<file path="config.mk">
export PLATFORM = sky130hd
export DESIGN_NAME = comparator_serial
export DESIGN_NICKNAME = d
export VERILOG_FILES = /design/src/rtl/comparator_pkg.sv /design/src/rtl/comparator_serial_digit_compare.sv /design/src/rtl/comparator_serial.sv
export SDC_FILE = /design/constraint.sdc
export NUM_CORES = 1
export LEC_CHECK = 0
export ABC_CLOCK_PERIOD_IN_PS = 2800
export CAP_MARGIN = 20
export CORE_UTILIZATION = 50
export DETAILED_ROUTE_END_ITERATION = 7
export GPL_ROUTABILITY_DRIVEN = 0
export PLACE_DENSITY = 0.8
export SLEW_MARGIN = 20
export SYNTH_ARGS = -nofsm -noshare
export SYNTH_HDL_FRONTEND = slang
export SYNTH_SLANG_ARGS = --single-unit
export TNS_END_PERCENT = 20
</file>
<file path="constraint.sdc">
create_clock -name clk -period 2.8 [get_ports clk]
set_clock_uncertainty 0.15 [all_clocks]
set_input_delay 0.56 -clock clk [delete_from_list [all_inputs] [get_ports clk]]
set_output_delay 0.56 -clock clk [all_outputs]
set_load 0.005 [all_outputs]
</file>
<file path="src/rtl/comparator_pkg.sv">
// Shared types and constants for the digit-serial magnitude comparator.
// The result encoding matches the combinational comparator: {gt, eq, lt}.
package comparator_pkg;

    typedef enum logic {
        IDLE = 1'b0,
        CMP  = 1'b1
    } state_t;

    localparam int C_GT = 2;
    localparam int C_EQ = 1;
    localparam int C_LT = 0;

    localparam logic [2:0] RES_GT   = 3'b100;
    localparam logic [2:0] RES_EQ   = 3'b010;
    localparam logic [2:0] RES_LT   = 3'b001;
    localparam logic [2:0] RES_NONE = 3'b000;

endpackage

</file>
<file path="src/rtl/comparator_serial_digit_compare.sv">
// Combinational unsigned compare of one DIGIT-bit slice of each operand.
module digit_compare #(
    parameter int DIGIT = 2
) (
    input  logic [DIGIT-1:0] x,
    input  logic [DIGIT-1:0] y,
    output logic             gt,
    output logic             lt
);

    assign gt = (x > y);
    assign lt = (x < y);

endmodule

</file>
<file path="src/rtl/comparator_serial.sv">
// Digit-serial magnitude comparator: walks both operands MSB-first, DIGIT bits
// per cycle, and stops at the first differing digit.
module comparator_serial
    import comparator_pkg::*;
#(
    parameter int WIDTH = 8,
    parameter int DIGIT = 2
) (
    input  logic             clk,
    input  logic             rst_n,
    input  logic             start,
    input  logic             signed_mode,
    input  logic [WIDTH-1:0] a,
    input  logic [WIDTH-1:0] b,
    output logic             busy,
    output logic             done,
    output logic [2:0]       c
);

    localparam int NDIG = WIDTH / DIGIT;
    localparam int CW   = (NDIG > 1) ? $clog2(NDIG) : 1;
    localparam logic [WIDTH-1:0] MSB_MASK = WIDTH'(1) << (WIDTH - 1);

    if (WIDTH < 1 || DIGIT < 1 || (WIDTH % DIGIT) != 0) begin : g_bad_params
        $error("comparator_serial: DIGIT must be >= 1 and divide WIDTH exactly");
    end

    state_t           state, state_nx;
    logic [WIDTH-1:0] sa, sa_nx;
    logic [WIDTH-1:0] sb, sb_nx;
    logic [CW-1:0]    cnt, cnt_nx;
    logic [2:0]       c_nx;
    logic             done_nx;
    logic             dig_gt, dig_lt;

    digit_compare #(.DIGIT(DIGIT)) u_digit_compare (
        .x  (sa[WIDTH-1 -: DIGIT]),
        .y  (sb[WIDTH-1 -: DIGIT]),
        .gt (dig_gt),
        .lt (dig_lt)
    );

    always_ff @(posedge clk or negedge rst_n) begin
        if (!rst_n) begin
            state <= IDLE;
            sa    <= '0;
            sb    <= '0;
            cnt   <= '0;
            c     <= RES_NONE;
            done  <= 1'b0;
        end else begin
            state <= state_nx;
            sa    <= sa_nx;
            sb    <= sb_nx;
            cnt   <= cnt_nx;
            c     <= c_nx;
            done  <= done_nx;
        end
    end

    // Flipping the MSB maps two's complement onto offset binary, so the
    // datapath only ever needs an unsigned digit compare.
    always_comb begin
        state_nx = state;
        sa_nx    = sa;
        sb_nx    = sb;
        cnt_nx   = cnt;
        c_nx     = c;
        done_nx  = 1'b0;
        case (state)
            IDLE: begin
                if (start) begin
                    sa_nx    = signed_mode ? (a ^ MSB_MASK) : a;
                    sb_nx    = signed_mode ? (b ^ MSB_MASK) : b;
                    cnt_nx   = CW'(NDIG - 1);
                    state_nx = CMP;
                end
            end
            CMP: begin
                if (dig_gt) begin
                    c_nx     = RES_GT;
                    done_nx  = 1'b1;
                    state_nx = IDLE;
                end else if (dig_lt) begin
                    c_nx     = RES_LT;
                    done_nx  = 1'b1;
                    state_nx = IDLE;
                end else if (cnt == '0) begin
                    c_nx     = RES_EQ;
                    done_nx  = 1'b1;
                    state_nx = IDLE;
                end else begin
                    sa_nx  = sa << DIGIT;
                    sb_nx  = sb << DIGIT;
                    cnt_nx = cnt - CW'(1);
                end
            end
            default: state_nx = IDLE;
        endcase
    end

    assign busy = (state == CMP);

endmodule

</file>
# After elaboration in Yosys (flattened, before gate mapping)
# Cells that the tools add are included.
[word_totals]
word_cells = 49
regBits = 23
input_bits = 20
out_inout_bits = 5
[classes]
reduce_logical = 4
n_lt_le_gt_ge = 2
addsub = 1
eq_ne = 4
n_bitwise = 3
mux = 29
[op_table]
columns = ["op", "count"]
rows = [
  ["$mux 8", 10],
  ["$pmux 8 s2", 2],
  ["$mux 3", 3],
  ["$mux 1", 8],
  ["$mux 2", 4],
  ["$ne 2x2->1 const B", 4],
  ["$pmux 2 s2", 1],
  ["$reduce_and 4->1", 1],
  ["$not 1->1", 3],
  ["$reduce_bool 3->1", 1],
  ["$gt 2x2->1", 1],
  ["$logic_not 2->1", 1],
  ["$lt 2x2->1", 1],
  ["$pmux 1 s2", 1],
  ["$reduce_and 2->1", 1],
  ["$sub 2x1->2 const B", 1],
]

# Depth between registers and ports, before layout
[logic_depth]
word_depth = 5
mapped_depth = 6
depth_no_buf = 6

# Cells and area by module
# A second synthesis with hierarchy kept.
[unflattened]
hier_cells = 97
area_unflattened_um2 = 1114.8
[by_module_without_submodules]
columns = ["module", "area_each_um2", "cells_each", "n_inst", "seq_area_each_um2"]
rows = [
  ["comparator_serial", 1049.8, 90, 1, 575.6],
  ["digit_compare", 65.1, 7, 1, 0.0],
]

# Worst setup path before layout
# OpenSTA, ideal clock, no wires.
[synth_path]
path_kind = "reg2reg"
start = "reg sa[7]"
end = "reg sa[7]"
stages_incl_launch_ff = 6
slack_ns = 1.020
required_ns = 2.524
setup_time_ns = 0.126
path_buffers = 1
t_arrival_ns = 1.504
period_less_slack_ns = 1.780
path_cell_list = "dfrtp_1 > ha_1 > and3b_4 > and3_4 > buf_6 > a221o_1"
[synth_via]
elab_chain_len = 3
word_cells_on_any_way = 5
cone_classes = "2 x order compare; 2 x eq/ne; 1 x reduce/logical"
[synth_lines]
columns = ["element", "line", "text"]
rows = [
  ["start, declared", "comparator_serial.sv:29", "logic [WIDTH-1:0] sa, sa_nx;"],
  ["start signal, assigned", "comparator_serial.sv:53", "sa <= sa_nx;"],
  ["$lt 2x2->1 or $gt 2x2->1 (tied branches)", "comparator_serial_digit_compare.sv:12, comparator_serial_digit_compare.sv:11", ""],
  ["$ne 2x2->1 (no source line)", "--", ""],
  ["$reduce_and 4->1 (no source line) *", "--", ""],
]
# Mark *: on every way between the ends. The rest lies on a longest branch, timed or not.
# A chain may end at the register's enable or synchronous reset.

# Final worst setup path
[layout_path]
start = "reg state (netlist: busy)"
end = "out busy"
[layout_rtl]
columns = ["element", "line", "text"]
rows = [
  ["start, declared", "comparator_serial.sv:28", "state_t state, state_nx;"],
  ["start signal, assigned", "comparator_serial.sv:52", "state <= state_nx;"],
  ["end, declared", "comparator_serial.sv:15", "output logic busy,"],
]
# No word-level cell between the ends.

==> impl_results.rst <==
.. list-table::
   :header-rows: 1

   * - Metric
     - Value
   * - Result of the run
     - complete, no violations
   * - Cell taking the most area after synthesis
     - dfrtp_1
   * - Critical path data required time
     - 2.09 ns
   * - Setup TNS
     - 0 ns
   * - Share of post-route cells with drive strength above 1
     - 16.4%
   * - CTS max path bufs
     - 2
   * - Largest incremental delay on the critical path
     - 0.62 ns
   * - Number of warnings issued by yosys
     - 0
   * - Data arrival at the endpoint of the critical path
     - 1.50 ns
   * - Count of final hold-check violations
     - 0
   * - Worst-path cell chain
     - clkdlybuf4s50_1
   * - Starting density of the core
     - 54.4%
   * - Sink Count
     - 23
   * - Core footprint
     - 0.00202 sq mm
   * - Capture instance of the worst register-to-register path
     - sa[4]
   * - Clock insertion delay at the later pin of the skew report
     - 0.30 ns
   * - Grt ovf
     - 0
   * - Worst Hold Margin
     - 0.361 ns
   * - Via-to-Cell Ratio
     - 5.46
   * - Class of the worst hold path
     - reg -> reg
   * - Post-synthesis cell type count
     - 28
   * - Fill cell instance count of the final layout
     - 155
   * - Wire length after detailed routing
     - 2020 um
   * - Number of buffers added by the clock tree synthesis step
     - 3
   * - Vias
     - 813
   * - Critical path capture point type
     - output pin
   * - Vias in the first global route
     - 815
   * - Buffers inserted during post-CTS setup optimization
     - 0
   * - Root cell of the clock tree
     - clkbuf_4
   * - Routed WL per cell
     - 13.6 um
   * - Post-layout minimum cycle time
     - 2.21 ns
   * - Post-detail-place hpwl
     - 1540 um
   * - Critical path buffers and inverters
     - 1
   * - Count of placed standard cells in the final layout, fillers left out
     - 149
   * - Die Footprint
     - 0.00239 sq mm
   * - Total placed cells including tap cells
     - 145
   * - Max Fclk
     - 452 MHz
   * - Worst setup path category
     - reg -> out
   * - CTS clock-pin slew for the worst setup and hold paths
     - 0.13 ns
   * - Io pins
     - 25
   * - TritonCTS clock tree
     - built
   * - First element of the critical path
     - busy
   * - Worst rel slew slack
     - 62.9%
   * - Peak supply drop
     - 0.494 mV
   * - Final antenna diode count
     - 0
   * - Number of placement rows
     - 16
   * - Tot GR Track Use
     - 18.9%
   * - Top cells by area, synth
     - dfrtp_1 52%, o221a_2 9.2%, nand2b_1 5.7%
   * - Cell type of the slowest stage on the worst timing path
     - dfrtp_1
   * - Power density over the cells
     - 1030 mW/mm^2
   * - Max Cap Viol
     - 0
   * - Syn Inst Count
     - 96
   * - Post_cts resized
     - 0
   * - Maximum number of pins on one net before global-route repair
     - 24
   * - Maximum fanout count along the critical path
     - 13
   * - Global-route wire length before repair
     - 3540 um
   * - Worst r2r src
     - busy
   * - Syn Std Cell Area
     - 0.00110 sq mm
   * - Leakage
     - 0.599 nW
   * - Die extent in y
     - 48.9 um
   * - Antenna violations before repair
     - 0
   * - Worst slew pin tran
     - 0.557 ns
   * - Total number of nets in the final design
     - 146
   * - Die width
     - 48.9 um
   * - Total power of the final layout
     - 0.00143 W
   * - Synthesis-stage register bit count
     - 23
   * - Setup Viol. Count Final
     - 0
   * - Hold_buf cts
     - 0
   * - Endpoint with the worst hold slack
     - c[0]
   * - Area growth from synthesis to final layout
     - 26.2%
   * - R2r setup slk
     - 0.77 ns
   * - Fin. max-slew vios
     - 0
   * - Origin of the worst min-delay path
     - c[0]
   * - CP Depth
     - 1
   * - Number of design-rule violations left by the first detailed-router iteration
     - 20
   * - Crit-path leading delay family
     - flip-flops
   * - Part of the cycle the worst path needs
     - 79.1%
   * - Level count of the clock H-tree
     - 1
   * - Portion of synthesized cell area occupied by the leading cell type
     - 52.3%
   * - DR pass1 iterations
     - 4
   * - DRC violation count after routing
     - 0
   * - Cells on worst reg2reg path
     - 4
   * - Net Count, Synth
     - 119
   * - Type of origin of the critical path
     - register
   * - Number of cells traversed by the worst hold path
     - 1
   * - Port Buffer Count
     - 24
   * - Register area share after synthesis
     - 52.3%
   * - Setup repair after global routing missed its margin
     - false
   * - Avg Cell Area, Syn
     - 11.5 sq um
   * - Antenna Violating Nets Remaining
     - 0
[metal layers]
| metal | wire [um] | up-vias | global-route usage [%] |
|---|---|---|---|
| li1 | - | 394 | - |
| met4 | 0 | 0 | 5.39 |
| met5 | 0 | - | 0 |
| met3 | 91 | 0 | 3.43 |
| met1 | 916 | 393 | 25.4 |
| met2 | 1020 | 26 | 31.3 |
[how the worst max path moves through the flow]
stage / end / slack (ns)
after global routing: busy / 0.50
after floorplan: sa[7] / 1.02
after CTS: busy / 0.57
final: busy / 0.59
after global placement: sb[2] / 0.54
after detailed placement: sa[4] / 0.50
[metrics by stage]
step / instance area, sq um / worst slack [ns] / util, %
after global placement: 1360 / 0.535 / 67.3
after detailed placement: 1360 / 0.496 / 67.3
final: 1390 / 0.585 / 68.6
after CTS: 1390 / 0.567 / 68.6
after global routing: 1390 / 0.498 / 68.6
after floorplan: 1100 / 1.02 / -
[kinds of logic (layout without fill, tap and decap cells)]
| family | count (synthesis) | in the layout | synth area share [%] |
|---|---|---|---|
| multiplexers | 2 | 2 | 1.82 |
| adder cells (fa/ha/maj) | 3 | 3 | 3.41 |
| flip-flops | 23 | 23 | 52.3 |
| buffers and inverters | 11 | 37 | 4.66 |
| AND/OR/NAND/NOR | 30 | 30 | 15.7 |
| XOR/XNOR | 2 | 2 | 1.59 |
| AO/OA/AOI/OAI | 25 | 25 | 20.5 |
[state kept, by name, summed over array words and instances, names as in the netlist]
register and flops:
c 3, busy 1, sa 8, done 1, sb 8, cnt 2
[layout by cell type (no fill, tap or decap), drive strengths merged, types with 2 or more instances in the layout]
cell type / Yosys / routed
o221a: 9 / 9
o21ai: 4 / 4
mux2i: 2 / 2
nor2: 4 / 4
ha: 3 / 3
xnor2: 2 / 2
a21oi: 3 / 3
dfrtp: 23 / 23
clkbuf: 0 / 3
nand2: 10 / 10
inv: 8 / 8
clkdlybuf4s50: 0 / 24
nand2b: 11 / 11
a221o: 2 / 2
[where the power goes]
| group | switching [W] | total, W | leakage, nW | internal, W |
|---|---|---|---|---|
| registers | 0.000105 | 0.000595 | 0.266 | 0.000490 |
| logic | 0.000324 | 0.000685 | 0.315 | 0.000362 |
| clock network | 0.0000975 | 0.000151 | 0.0177 | 0.0000531 |
| total | 0.000526 | 0.00143 | 0.599 | 0.000905 |
[cell type report]
cell class / instances / area [sq um] / share of cell area (%)
clock buffers: 3 / 22.5 / 1.62
clock inverters: 1 / 5.00 / 0.361
inverters: 8 / 30.0 / 2.16
multi-input cells: 62 / 473 / 34.1
flip-flops and latches: 23 / 576 / 41.5
well taps: 27 / 33.8 / 2.43
repair buffers: 25 / 248 / 17.9
[Yosys cell counts, drive strengths merged]
master   instances
and3b            1
dfrtp           23
nand3b           1
a221o            2
and2b            1
o211ai           1
nand2           10
a31oi            1
nand2b          11
nor2             4
o21ai            4
o22ai            1
inv              8
xnor2            2
nand3            1
and3             1
o21a             1
a21oi            3
a2bb2oi          1
ha               3
mux2i            2
buf              3
o221a            9
a221oi           1
a22o             1
Power figures use the tool's default switching activity.
